[config.mk]
export PLATFORM = sky130hd
export DESIGN_NAME = demux_1to16_hs_flat
export DESIGN_NICKNAME = d
export VERILOG_FILES = /design/src/rtl/demux_1to16_hs_if.sv /design/src/rtl/demux_1to16_hs.sv /design/src/flat_wrapper.sv
export SDC_FILE = /design/constraint.sdc
export NUM_CORES = 1
export LEC_CHECK = 0
export CORE_MARGIN = 5
export CORE_UTILIZATION = 39
export DETAILED_ROUTE_END_ITERATION = 10
export HOLD_SLACK_MARGIN = 0.12
export PLACE_DENSITY = 0.91
export SLEW_MARGIN = 0
export SYNTH_ARGS = -nofsm -noshare
export SYNTH_HDL_FRONTEND = slang
export SYNTH_SLANG_ARGS = --single-unit
[constraint.sdc]
create_clock -name clk -period 4.6 [get_ports clk]
set_input_delay 0.92 -clock clk [delete_from_list [all_inputs] [get_ports clk]]
set_output_delay 0.92 -clock clk [all_outputs]
set_load 0.02 [all_outputs]
[src/rtl/demux_1to16_hs_if.sv]
// Handshake and data bundle for demux_1to16_hs: the input word side and the 16-lane delivery side.
// WIDTH must match the WIDTH of the demux instance it connects to.
interface demux_1to16_hs_if #(
    parameter int unsigned WIDTH = 8
);
    logic             in_valid;
    logic             in_ready;
    logic [WIDTH-1:0] in_data;
    logic [3:0]       sel;
    logic             seq_mode;
    logic [WIDTH-1:0] out_data;
    logic [15:0]      out_valid;
    logic [15:0]      out_ready;
    logic [3:0]       lane_cnt;
    logic             timeout_err;

    // valid/ready: a transfer happens on a rising edge where valid and ready are both high;
    // once valid rises, it and its payload hold until that edge, and ready may depend on nothing the source drives.
    modport master (
        output in_valid, in_data, sel, seq_mode, out_ready,
        input  in_ready, out_data, out_valid, lane_cnt, timeout_err
    );

    modport slave (
        input  in_valid, in_data, sel, seq_mode, out_ready,
        output in_ready, out_data, out_valid, lane_cnt, timeout_err
    );
endinterface

[src/rtl/demux_1to16_hs.sv]
// 1-to-16 registered demultiplexer with valid/ready handshake; lane from sel or a wrapping lane counter.
// Optional DEMUX_TIMEOUT_EN aborts a delivery that waits TIMEOUT cycles in SEND and pulses timeout_err.
module demux_1to16_hs #(
    parameter int unsigned WIDTH   = 8,
    parameter int unsigned TIMEOUT = 16
) (
    input  logic            clk,
    input  logic            rst_n,
    demux_1to16_hs_if.slave bus,
    output logic            dbg_state
);
    typedef enum logic [0:0] {
        IDLE = 1'b0,
        SEND = 1'b1
    } state_t;

    state_t           state_q, state_d;
    logic [WIDTH-1:0] data_q, data_d;
    logic [3:0]       lane_q, lane_d;
    logic             seq_q, seq_d;
    logic [3:0]       lane_cnt_q, lane_cnt_d;
    logic             accept;
    logic             done;

`ifdef DEMUX_TIMEOUT_EN
    localparam logic [7:0] WAIT_LAST = 8'(TIMEOUT - 1);
    logic [7:0] wait_q, wait_d;
    logic       terr_q, terr_d;
    logic       expire;
`endif

    assign accept = (state_q == IDLE) && bus.in_valid;
    // Only the latched lane's ready bit can finish a delivery.
    assign done   = (state_q == SEND) && bus.out_ready[lane_q];

    always_comb begin
        state_d    = state_q;
        data_d     = data_q;
        lane_d     = lane_q;
        seq_d      = seq_q;
        lane_cnt_d = lane_cnt_q;
`ifdef DEMUX_TIMEOUT_EN
        wait_d     = wait_q;
        terr_d     = 1'b0;
        expire     = 1'b0;
`endif
        case (state_q)
            IDLE: begin
                if (accept) begin
                    data_d  = bus.in_data;
                    lane_d  = bus.seq_mode ? lane_cnt_q : bus.sel;
                    seq_d   = bus.seq_mode;
                    state_d = SEND;
`ifdef DEMUX_TIMEOUT_EN
                    wait_d  = 8'd0;
`endif
                end
            end
            SEND: begin
`ifdef DEMUX_TIMEOUT_EN
                expire = (wait_q == WAIT_LAST);
                wait_d = wait_q + 8'd1;
`endif
                // Completion wins over a timeout firing in the same cycle.
                if (done) begin
                    state_d = IDLE;
                    if (seq_q) begin
                        lane_cnt_d = lane_cnt_q + 4'd1;
                    end
                end
`ifdef DEMUX_TIMEOUT_EN
                else if (expire) begin
                    state_d = IDLE;
                    terr_d  = 1'b1;
                    // A dead sequential lane is skipped rather than retried.
                    if (seq_q) begin
                        lane_cnt_d = lane_cnt_q + 4'd1;
                    end
                end
`endif
            end
            default: begin
                state_d = IDLE;
            end
        endcase
    end

    always_ff @(posedge clk or negedge rst_n) begin
        if (!rst_n) begin
            state_q    <= IDLE;
            data_q     <= '0;
            lane_q     <= 4'd0;
            seq_q      <= 1'b0;
            lane_cnt_q <= 4'd0;
`ifdef DEMUX_TIMEOUT_EN
            wait_q     <= 8'd0;
            terr_q     <= 1'b0;
`endif
        end else begin
            state_q    <= state_d;
            data_q     <= data_d;
            lane_q     <= lane_d;
            seq_q      <= seq_d;
            lane_cnt_q <= lane_cnt_d;
`ifdef DEMUX_TIMEOUT_EN
            wait_q     <= wait_d;
            terr_q     <= terr_d;
`endif
        end
    end

    // out_valid decodes straight from the state flop so an async reset drops it at once.
    assign bus.in_ready  = (state_q == IDLE);
    assign bus.out_valid = (state_q == SEND) ? (16'h0001 << lane_q) : 16'h0000;
    assign bus.out_data  = data_q;
    assign bus.lane_cnt  = lane_cnt_q;
    assign dbg_state     = state_q;

`ifdef DEMUX_TIMEOUT_EN
    assign bus.timeout_err = terr_q;
`else
    assign bus.timeout_err = 1'b0;
`endif

    a_out_valid_onehot0: assert property (@(posedge clk) disable iff (!rst_n)
        $onehot0(bus.out_valid));

    a_ready_iff_idle: assert property (@(posedge clk) disable iff (!rst_n)
        bus.in_ready == (bus.out_valid == 16'h0000));

    a_data_stable_in_send: assert property (@(posedge clk) disable iff (!rst_n)
        (state_q == SEND && state_d == SEND) |=> $stable(bus.out_data));

    a_timeout_range: assert property (@(posedge clk)
        (TIMEOUT >= 1) && (TIMEOUT <= 255));
endmodule

[src/flat_wrapper.sv]
// flat-port wrapper written by rule: the top's interface ports become plain ports
module demux_1to16_hs_flat 
#(
    parameter int unsigned WIDTH   = 8,
    parameter int unsigned TIMEOUT = 16
)
  (clk, rst_n, dbg_state, bus_in_valid, bus_in_data, bus_sel, bus_seq_mode, bus_out_ready, bus_in_ready, bus_out_data, bus_out_valid, bus_lane_cnt, bus_timeout_err);
  demux_1to16_hs_if #(.WIDTH(WIDTH)) bus_i ();
  input  logic clk;
  input  logic rst_n;
  output logic dbg_state;
  input wire logic [$bits(bus_i.in_valid)-1:0] bus_in_valid;
  input wire logic [$bits(bus_i.in_data)-1:0] bus_in_data;
  input wire logic [$bits(bus_i.sel)-1:0] bus_sel;
  input wire logic [$bits(bus_i.seq_mode)-1:0] bus_seq_mode;
  input wire logic [$bits(bus_i.out_ready)-1:0] bus_out_ready;
  output wire logic [$bits(bus_i.in_ready)-1:0] bus_in_ready;
  output wire logic [$bits(bus_i.out_data)-1:0] bus_out_data;
  output wire logic [$bits(bus_i.out_valid)-1:0] bus_out_valid;
  output wire logic [$bits(bus_i.lane_cnt)-1:0] bus_lane_cnt;
  output wire logic [$bits(bus_i.timeout_err)-1:0] bus_timeout_err;
  assign bus_i.in_valid = bus_in_valid;
  assign bus_i.in_data = bus_in_data;
  assign bus_i.sel = bus_sel;
  assign bus_i.seq_mode = bus_seq_mode;
  assign bus_i.out_ready = bus_out_ready;
  assign bus_in_ready = bus_i.in_ready;
  assign bus_out_data = bus_i.out_data;
  assign bus_out_valid = bus_i.out_valid;
  assign bus_lane_cnt = bus_i.lane_cnt;
  assign bus_timeout_err = bus_i.timeout_err;
  demux_1to16_hs #(.WIDTH(WIDTH), .TIMEOUT(TIMEOUT)) u_core (.clk(clk), .rst_n(rst_n), .bus(bus_i), .dbg_state(dbg_state));
endmodule
==> After elaboration in Yosys (flattened, before gate mapping) <==
Index checks and enable logic that the tools add are counted.
{ "op_classes": {"addsub": 1, "shift": 1, "muxes": 7, "order_cmp": 1, "reduce_logical": 4, "bitwise_logic": 1} }
{ "op_table": {"columns": ["cell", "n"], "rows": [
  ["2-to-1 mux 16 bit", 1],
  ["<< shifter 1 x 4 -> 16 bit, first input constant", 1],
  ["less-than comparator 4 x 5 -> 1 bit, second input constant", 1],
  ["adder 4 x 1 -> 4 bit, second input constant", 1],
  ["binary-select mux 1 bit (select 4 bit)", 1],
  ["2-to-1 mux 4 bit", 1],
  ["2-to-1 mux 1 bit", 3],
  ["AND reduction 3 bit", 1],
  ["logical AND 1 bit", 2],
  ["case mux 1 bit (2 select lines)", 1],
  ["AND reduction 2 bit", 1],
  ["inverter 1 bit", 1]
]} }
{ "word_totals": {"wordCells": 20, "ff_bits": 18, "input_bits": 32, "output_inout_bits": 31} }

==> Depth between registers and ports, before layout <==
{ "depth": {"word_depth": 5, "ltp_mapped": 6, "depth_no_buf": 5} }

==> Worst setup path after synthesis <==
Ideal clock, no wire load.
{ "synth_path": {"kind": "reg-to-output", "startpoint": "register u_core.state_q, in the netlist u_core.dbg_state", "endpoint": "output bus_out_valid[0]", "path_slack_ps": 2080, "t_arrival_ps": 1600, "required_time_ps": 3680, "n_path_buf": 0, "path_stages_with_launch": 4, "cell_sequence": "dfrtp_1 inv_1 or3_1 nor3_1"} }
{ "synth_between": {"elab_chain_len": 1} }
{ "synth_rtl": {"columns": ["item", "line_no", "source"], "rows": [
  ["from (decl)", "demux_1to16_hs.sv:17", "state_t state_q, state_d;"],
  ["from (signal assigned)", "demux_1to16_hs.sv:100", "state_q <= state_d;"],
  ["2-to-1 mux 16 bit", "demux_1to16_hs.sv:114", "assign bus.out_valid = (state_q == SEND) ? (16'h0001 << lane_q) : 16'h0000;"],
  ["to (decl)", "flat_wrapper.sv:19", "output wire logic [$bits(bus_i.out_valid)-1:0] bus_out_valid;"]
]} }
No other way between the ends.

==> Worst setup path in the final report <==
{ "layout_path": {"startpoint": "register u_core.lane_q[1]", "endpoint": "output bus_out_valid[0]"} }
{ "layout_between": {"elab_chain_len": 2} }
{ "layout_rtl": {"columns": ["item", "line_no", "source"], "rows": [
  ["from (decl)", "demux_1to16_hs.sv:19", "logic [3:0] lane_q, lane_d;"],
  ["from (signal assigned)", "demux_1to16_hs.sv:102", "lane_q <= lane_d;"],
  ["<< shifter 1 x 4 -> 16 bit", "demux_1to16_hs.sv:114", null],
  ["2-to-1 mux 16 bit", "demux_1to16_hs.sv:114", null]
]} }
No other way between the ends.

==> load_flow_metrics.sql <==
INSERT INTO impl_metrics (metric_group, metric, value, unit) VALUES
('timing', 'finalHoldViolCount', '0', ''),
('timing', 'fin_skew', '0.000760', 'ns'),
('global_route', 'grt_start_max_net_pins', '19', ''),
('yosys', 'syn-mean-instance-area', '10.7', 'sq um'),
('yosys', 'synth_sequential_area_ratio', '44.8', '%'),
('yosys', 'yosys_most_used_dff', 'sky130_fd_sc_hd__dfrtp_1', ''),
('yosys', 'synthCells', '94', ''),
('timing', 'final_max_slew_viol_count', '0', ''),
('finish', 'final_layout_size_suffix_gt1_share', '13.2', '%'),
('timing', 'layout_min_cycle_time', '3.00', 'ns'),
('run_status', 'status', 'finished, final reports clean', ''),
('global_route', 'globalRouteMet1Util', '17.0', '%'),
('route', 'drtPass1Iterations', '4', ''),
('route', 'post_drt_wl_per_cell', '15.4', 'um'),
('yosys', 'synth_fp_nets', '127', ''),
('run', 'timing.max_cap.violations', '0', ''),
('timing', 'setup_viol', '0', ''),
('cts', 'clk_transition_reported_paths', '0.09', 'ns'),
('yosys', 'synth.yosys.warnings', '0', ''),
('global_route', 'vias_in_the_first_global_route', '956', ''),
('yosys', 'post_synth_instance_area', '1000', 'sq um'),
('timing', 'max_clock_freq', '334', 'MHz'),
('yosys', 'synth.top_cells.by_area', 'sky130_fd_sc_hd__dfrtp_1 45%, sky130_fd_sc_hd__mux2_2 15%, sky130_fd_sc_hd__nor2_1 4.9%', ''),
('cts', 'worstSkewPairLatency', '0.28', 'ns'),
('finish', 'num-fill-cells', '185', ''),
('floorplan', 'die_x', '60.8', 'um'),
('global_route', 'globalRouteMet3Util', '6.38', '%'),
('route', 'route.detailed.drc', '0', ''),
('floorplan', 'effective_utilization_at_floorplan', '40.6', '%'),
('timing', 'worst_pin_slew', '0.788', 'ns'),
('cts', 'h-tree-depth', '1', ''),
('global_route', 'grt_max_usage_layer', 'met2', ''),
('timing', 'setup_repair_after_global_routing_missed_its_margin', 'no', ''),
('yosys', 'synth_area_leader_cell', 'sky130_fd_sc_hd__dfrtp_1', ''),
('route', 'final_antenna_net_count', '0', ''),
('setup_path', 'r2r-start', 'u_core.lane_q[0]', ''),
('setup_path', 'kind_of_critical_path', 'reg -> out', ''),
('placed_design', 'gp_congestion', '0.865', ''),
('global_route', 'grt_first_pass_wirelength', '4330', 'um'),
('worst_hold_path', 'holdCritPathClass', 'reg -> reg', ''),
('power_and_ir_drop', 'total_power_draw', '956', 'uW'),
('route', 'drt-vias-per-instance', '5.10', ''),
('timing', 'timing.slew.headroom', '47.3', '%'),
('setup_path', 'crit_arrival', '2.08', 'ns'),
('placed_design', 'io_buffers', '61', ''),
('global_route', 'use_met2', '28.7', '%'),
('floorplan', 'dieArea', '3690', 'sq um'),
('floorplan', 'core_region_area', '2480', 'sq um'),
('timing', 'final.hold.worst_slack', '0.513', 'ns'),
('cts', 'clock_sink_count', '18', ''),
('global_route', 'gr-total-overflow', '0', ''),
('setup_path', 'critical_path.startpoint_type', 'register', ''),
('finish', 'area_growth', '62.9', '%'),
('global_route', 'initial_antenna_violation_count', '0', ''),
('cts', 'cts_made_buffers', '3', ''),
('power_and_ir_drop', 'vdd_ir_drop_max', '347', 'uV'),
('timing', 'setup-tns-final', '0', 'ns'),
('route', 'initialDrtViolationCount', '36', ''),
('yosys', 'number_of_enable_type_register_cells_in_the_synthesized_netlist', '0', ''),
('cts', 'postCtsResizedCells', '0', ''),
('yosys', 'ys_async_sr_fraction', '100', '%'),
('yosys', 'synth_top_cell_area_share', '44.8', '%'),
('route', 'postRouteWirelength', '2800', 'um'),
('floorplan', 'std_cell_rows', '18', ''),
('cts', 'clk_path_buf_depth', '2', ''),
('cts', 'hold_buffers', '0', ''),
('setup_path', 'worst_setup_path_end_kind', 'output pin', ''),
('finish', 'commonest_cells_after_routing_fill_and_taps_aside', '61 x sky130_fd_sc_hd__clkdlybuf4s50_1, 18 x sky130_fd_sc_hd__dfrtp_1, 13 x sky130_fd_sc_hd__nor2_1, 13 x sky130_fd_sc_hd__mux2_2, 9 x sky130_fd_sc_hd__nand2_1', ''),
('setup_path', 'crit_fanout', '11', ''),
('floorplan', 'top_level_ports', '63', ''),
('placed_design', 'hpwl_after_detailed_placement', '2310', 'um');
==> worst max-delay path: stages, from the launching register on <==
cell and delay, ns:
sky130_fd_sc_hd__dfrtp_1 0.52, sky130_fd_sc_hd__or3_1 0.48, sky130_fd_sc_hd__nor3_1 0.16, sky130_fd_sc_hd__clkdlybuf4s50_1 0.63
==> power breakdown <==
part / total (uW) / switching [uW] / leakage (uW) / internal [uW]
logic: 550 / 259 / 0.000431 / 291
clock network: 74.6 / 44.2 / 0.0000138 / 30.4
registers: 331 / 93.7 / 0.000216 / 237
total: 956 / 397 / 0.000661 / 558
==> layout make-up <==
cell class                      count  area (sq um)  area share, %
Timing Repair Buffer               61           611           37.3
Multi-Input combinational cell     69           512           31.3
Sequential cell                    18           450           27.5
Tap cell                           30          37.5           2.29
Clock buffer                        3          22.5           1.38
Inverter                            1          3.75          0.229
==> cells in the mapped netlist (2+ instances only) <==
master / instances
sky130_fd_sc_hd__nand3_1: 2
sky130_fd_sc_hd__nand3b_1: 2
sky130_fd_sc_hd__nor2_1: 13
sky130_fd_sc_hd__nand2_1: 9
sky130_fd_sc_hd__buf_4: 2
sky130_fd_sc_hd__nor3_1: 5
sky130_fd_sc_hd__dfrtp_1: 18
sky130_fd_sc_hd__mux2i_1: 4
sky130_fd_sc_hd__xor2_1: 3
sky130_fd_sc_hd__mux2_2: 13
sky130_fd_sc_hd__o21ai_0: 4
==> flip-flops by register name, summed over array words and instances, names as in the netlist <==
signal	flops
u_core.bus.lane_cnt	4
u_core.bus.out_data	8
u_core.seq_q	1
u_core.lane_q	4
u_core.dbg_state	1
==> metrics by stage <==
step	worst slack, ns	utilization (%)	cells
floorplan	2.08	-	94
global placement	1.96	65.2	179
detailed placement	1.92	65.2	179
CTS	1.59	66.1	182
global route	1.43	66.1	182
finish	1.60	66.1	182
==> routing by layer <==
| layer | share of wire [%] | vias up |
|---|---|---|
| li1 | - | 446 |
| met1 | 36 | 418 |
| met2 | 46 | 60 |
| met3 | 17 | 4 |
| met4 | 0.78 | 0 |
| met5 | 0 | - |
==> worst paths after layout <==
check                                         end  slack, ns  cells past startpoint
max                              bus_out_valid[0]       1.60                      3
min                        u_core.bus.out_data[6]       0.51                      1
min reg2reg                u_core.bus.out_data[6]       0.51                      1
min in group asynchronous  u_core.bus.out_data[0]       1.09                      1
max reg2reg                u_core.bus.lane_cnt[1]       2.67                      5
max in group asynchronous  u_core.bus.out_data[1]       3.02                      1
==> cell families (layout without fill, tap and decap cells) <==
kind of cell / count (synthesis) / count (layout) / share of synthesized area, %
DFF: 18 / 18 / 44.8
buffers and inverters: 7 / 65 / 4.23
adders and majority gates: 1 / 1 / 1.25
and+or+nand+nor: 36 / 36 / 16.6
xor gates and xnor gates: 3 / 3 / 2.62
AOI/OAI and AO/OA: 8 / 8 / 5.23
muxes: 20 / 20 / 24.9
other: 1 / 1 / 0.373
(Power assumes the default switching activity.)
